--- src/rtl/sseg_digit_scanner.sv ---
// Scan stage for a 4-digit seven-segment display: walks the four hex nibbles of a
// double-buffered 16-bit value, driving one active-low anode per slot with optional leading-zero blanking.
module sseg_digit_scanner #(
  parameter int unsigned SCAN_DIV = 50000
) (
  input  logic        CLK,
  input  logic        RST,
  input  logic        LD,
  input  logic [15:0] DATA,
  input  logic        BLANK_EN,
  output logic [3:0]  BIN,
  output logic [3:0]  AN,
  output logic        FRAME
);

  localparam int unsigned PW = (SCAN_DIV > 2) ? $clog2(SCAN_DIV) : 1;
  localparam logic [PW-1:0] PMAX = PW'(SCAN_DIV - 1);

  logic [PW-1:0] presc;
  logic [1:0]    idx;
  logic [15:0]   disp;
  logic [15:0]   pend;
  logic          pflag;
  logic          tick;
  logic          wrap;
  logic          blank;

  assign tick = (presc == PMAX);
  assign wrap = tick && (idx == 2'd3);

  always_ff @(posedge CLK) begin
    if (RST) begin
      presc <= '0;
      idx   <= '0;
      disp  <= '0;
      pend  <= '0;
      pflag <= 1'b0;
    end else begin
      if (tick) begin
        presc <= '0;
        idx   <= idx + 2'd1;
      end else begin
        presc <= presc + PW'(1);
      end

      if (LD) begin
        pend  <= DATA;
        pflag <= 1'b1;
      end

      // A load landing on the wrap edge bypasses pend and commits directly.
      if (wrap) begin
        if (LD) begin
          disp  <= DATA;
          pflag <= 1'b0;
        end else if (pflag) begin
          disp  <= pend;
          pflag <= 1'b0;
        end
      end
    end
  end

  always_comb begin
    blank = 1'b0;
    case (idx)
      2'd1:    blank = (disp[15:4]  == 12'h000);
      2'd2:    blank = (disp[15:8]  == 8'h00);
      2'd3:    blank = (disp[15:12] == 4'h0);
      default: blank = 1'b0;
    endcase
  end

  always_comb begin
    BIN   = disp[{idx, 2'b00} +: 4];
    AN    = '1;
    if (!(BLANK_EN && blank)) AN[idx] = 1'b0;
    FRAME = wrap;
  end

endmodule

--- config.mk ---
export PLATFORM = sky130hd
export DESIGN_NAME = sseg_digit_scanner
export DESIGN_NICKNAME = d
export VERILOG_FILES = /design/src/rtl/sseg_digit_scanner.sv
export SDC_FILE = /design/constraint.sdc
export NUM_CORES = 1
export LEC_CHECK = 0
export ABC_AREA = 1
export CAP_MARGIN = 20
export CELL_PAD_IN_SITES_DETAIL_PLACEMENT = 1
export CELL_PAD_IN_SITES_GLOBAL_PLACEMENT = 1
export CORE_MARGIN = 2
export CORE_UTILIZATION = 32
export DETAILED_ROUTE_END_ITERATION = 10
export GPL_ROUTABILITY_DRIVEN = 0
export GPL_TIMING_DRIVEN = 0
export PLACE_DENSITY_LB_ADDON = 0.12
export SETUP_SLACK_MARGIN = 0.15
export SLEW_MARGIN = 20
export SYNTH_ARGS = -nofsm -noshare
export SYNTH_HDL_FRONTEND = slang
export SYNTH_SLANG_ARGS = --single-unit
--- constraint.sdc ---
create_clock -name CLK -period 2.3 [get_ports CLK]
set_clock_uncertainty 0.15 [all_clocks]
set_input_delay 0.345 -clock CLK [delete_from_list [all_inputs] [get_ports CLK]]
set_output_delay 0.345 -clock CLK [all_outputs]
set_load 0.02 [all_outputs]
==> flow_summary.toml <==
[outcome]
run_status = "completed"

[die]
die_height_um = 91.48
top_level_ports = 29
initial_core_util_pct = 33.40
dieArea_um2 = 8368
placeableCoreArea_um2 = 7331
die_w_um = 91.48
rows = 31

[logic_synthesis]
synth_edf_count = 0
synthDominantCellAreaShare_pct = 41.70
synth.top_cells.by_area = "sky130_fd_sc_hd__dfxtp_1 (42%), sky130_fd_sc_hd__nor2_1 (13%), sky130_fd_sc_hd__nand2_1 (8.7%)"
synth_largest_area_cell = "sky130_fd_sc_hd__dfxtp_1"
yosys.cell_types.count = 29
fraction_of_registers_with_async_set_reset_pct = 0
yosys_register_bits = 51
post_synth.cell_area_avg_um2 = 7.077
synth.top_cells.by_count = "sky130_fd_sc_hd__nor2_1 (82), sky130_fd_sc_hd__nand2_1 (57), sky130_fd_sc_hd__dfxtp_1 (51)"
synth_warnings = 0
synth_top_flop_cell = "sky130_fd_sc_hd__dfxtp_1"
synthesis.nets = 372
most_instantiated_library_cell_after_synthesis = "sky130_fd_sc_hd__nor2_1"
syn-cell-area_um2 = 2449
synth.yosys.seq_area_share_pct = 41.70
netlist_instances = 346

[job]
cap_violations = 0

[routing]
top_layer_used = "met4"
firstDrtPassIters = 4
wirelength_met1_um = 3460
remaining_drc_errors = 0
wl_per_cell_um = 13.23
final_antenna_net_count = 0
vias = 2266
dr_wl_met3_um = 175
routed_via_density = 4.634
wl_met2_um = 2787
drtIter0Drc = 60
final_wirelength_um = 6471

[clock_network]
clkTransAtPathRegs_ns = 0.10
clock_buffer_count_from_cts = 5
clock_tree.htree_level_count = 2
tritoncts_clock_tree = "done"
root_buffer = "sky130_fd_sc_hd__clkbuf_8"
cts_buffer_depth = 2
clkSinkCount = 51
insertion_delay_ns = 0.31

[hold_path]
hold_depth = 2
hp-class = "input pin to flip-flop"

[global_routing]
global_route.overflow_total = 0
first_global_vias = 2270
grt_usage_pct = 15.94
grt_antenna_before_repair = 0
largest_net_degree_at_the_start_of_global_routing = 17
first_pass_grt_wire_length_um = 10650

[setup_path]
critical_path.startpoint_type = "flip-flop"
timing.critical_path.fanout_max = 5
r2r_cells = 10
worst_ep_required_time_ns = 1.80
crit_type = "flip-flop to output port"
arrival_ns = 1.72
cp-end-kind = "output port"

[pwr]
sw_frac_of_total_pct = 21.72
p_clk_share_pct = 41.6
max_rail_drop_vdd_mv = 0.2806
p_comb_share_pct = 7.4
p_seq_share_pct = 51.1
power.switching_mw = 0.3888
leakage_power_figure_nw = 1.269
cell_internal_pwr_mw = 1.401
power-per-cell-area_nw_per_um2 = 571.4

[final_layout]
finish.cell_count_without_fillers = 489
utilization_pct = 42.72
post-route-cell-area_um2 = 3132
antennaDiodeCount = 0
areaGrowthSynthToFinish_pct = 27.90
post_route_cells_drive_above_1_share_pct = 17.69
final-seq-area_um2 = 1028
finish.net_count = 415
multiInputGateArea_um2 = 1309
n_fill_cell = 904

[sta]
slew_headroom_pct = 67.82
final-setup-viol-count = 0
post-route-min-period_ns = 2.211
min_period_over_period_pct = 96.12
max_freq_mhz = 452.3
max_slew.worst_pin.slew_ns = 0.4828
report.final.hold_viol_count = 0
rsz0062_at_grt = "true"
maxSlewViolCount = 0
layout_setup_ws_ns = 0.08929

[place]
dp_hpwl_um = 4888
numPortBuffers = 27
placedCellCount = 472
place_area_um2 = 2843
post-place-ws_ns = -0.6267
==> metrics by stage <==
step	hold WS, ns	TNS, ns	power, mW
3_3_place_gp	0.2820	-2.614	1.063
4_1_cts	0.2454	0	1.813
5_1_grt	0.2525	-0.08246	1.873
6_report	0.2495	0	1.790
2_1_floorplan	0.2675	0	1.007
3_5_place_dp	0.2904	-2.758	1.068
==> cells in the final DEF, fill, tap and decap left out, types with 3 or more instances in the layout <==
master / count
sky130_fd_sc_hd__o21ai_0: 12
sky130_fd_sc_hd__o21ai_1: 16
sky130_fd_sc_hd__inv_1: 19
sky130_fd_sc_hd__or2_1: 11
sky130_fd_sc_hd__buf_2: 4
sky130_fd_sc_hd__nor3_1: 4
sky130_fd_sc_hd__nand4_1: 17
sky130_fd_sc_hd__buf_6: 4
sky130_fd_sc_hd__inv_2: 7
sky130_fd_sc_hd__or2_2: 5
sky130_fd_sc_hd__dfxtp_2: 3
sky130_fd_sc_hd__ha_4: 3
sky130_fd_sc_hd__o22ai_1: 4
sky130_fd_sc_hd__clkbuf_8: 5
sky130_fd_sc_hd__a21oi_1: 10
sky130_fd_sc_hd__buf_4: 12
sky130_fd_sc_hd__nand2_2: 6
sky130_fd_sc_hd__nor2_2: 4
sky130_fd_sc_hd__clkbuf_1: 6
sky130_fd_sc_hd__nand3_1: 10
sky130_fd_sc_hd__nor2_1: 81
sky130_fd_sc_hd__xor2_1: 3
sky130_fd_sc_hd__clkdlybuf4s50_1: 18
sky130_fd_sc_hd__dfxtp_1: 47
sky130_fd_sc_hd__nand2_1: 53
==> power by group through the flow <==
stage          logic [mW]  registers [mW]  clock network [mW]
5_1_grt             0.149           0.917               0.807
3_3_place_gp        0.130           0.934                   0
2_1_floorplan      0.0748           0.933                   0
6_report            0.132           0.914               0.744
4_1_cts             0.133           0.914               0.765
3_5_place_dp        0.133           0.935                   0
==> logic make-up after synthesis <==
logic type               synth area share [%]
AND/OR/NAND/NOR                         37.86
flip-flops                              41.70
AO/OA/AOI/OAI                           9.096
buffers and inverters                   7.205
adder cells (fa/ha/maj)                 3.066
XOR/XNOR                                1.073
==> worst max-delay path, cell delays in order (launching register included) <==
cell,delay [ns]
sky130_fd_sc_hd__dfxtp_2,0.36
sky130_fd_sc_hd__buf_8,0.10
sky130_fd_sc_hd__inv_4,0.03
sky130_fd_sc_hd__clkbuf_16,0.15
sky130_fd_sc_hd__ha_4,0.15
sky130_fd_sc_hd__nor2_2,0.07
sky130_fd_sc_hd__nand2_1,0.07
sky130_fd_sc_hd__nor3b_2,0.18
sky130_fd_sc_hd__nand2_2,0.12
sky130_fd_sc_hd__nand2_2,0.08
sky130_fd_sc_hd__buf_6,0.11
==> cell type report <==
| type | count | area share, % |
|---|---|---|
| sequential | 51 | 32.84 |
| multi-input combinational | 252 | 41.79 |
| buffer | 14 | 3.276 |
| inverter | 29 | 3.636 |
| clock inverter | 3 | 2.157 |
| tap | 99 | 3.955 |
| timing repair buffer | 36 | 10.15 |
| clock buffer | 5 | 2.197 |
==> repair_timing <==
action / in CTS / in global routing
hold buffers: 0 / 0
endpoints found under the setup margin: 9 / 8
resized for setup: 57 / 18
setup buffers: 6 / 3
pin swaps: 7 / 5
==> state kept, by name (all words and copies together), names as in the netlist <==
register  cells
disp         16
idx           2
pend         16
pflag         1
presc        16
==> final timing paths <==
path	startpoint	end	slack, ns
worst max-delay path	idx[0]$_SDFFE_PP0N_	AN[3]	0.09
worst min-delay path	RST	pend[4]$_SDFFE_PP0P_	0.25
worst max register to register	presc[0]$_SDFF_PP0_	disp[13]$_SDFFE_PP0P_	0.34
worst min register to register	presc[0]$_SDFF_PP0_	presc[0]$_SDFF_PP0_	0.28
==> routing by layer <==
| metal | vias to the layer above | GRT usage [%] |
|---|---|---|
| met1 | 1037 | 23.11 |
| met4 | 0 | 3.409 |
| met3 | 4 | 2.905 |
| met5 | - | 0 |
| li1 | 1196 | - |
| met2 | 29 | 24.57 |
Note: power is estimated with default switching activity, not from simulation.
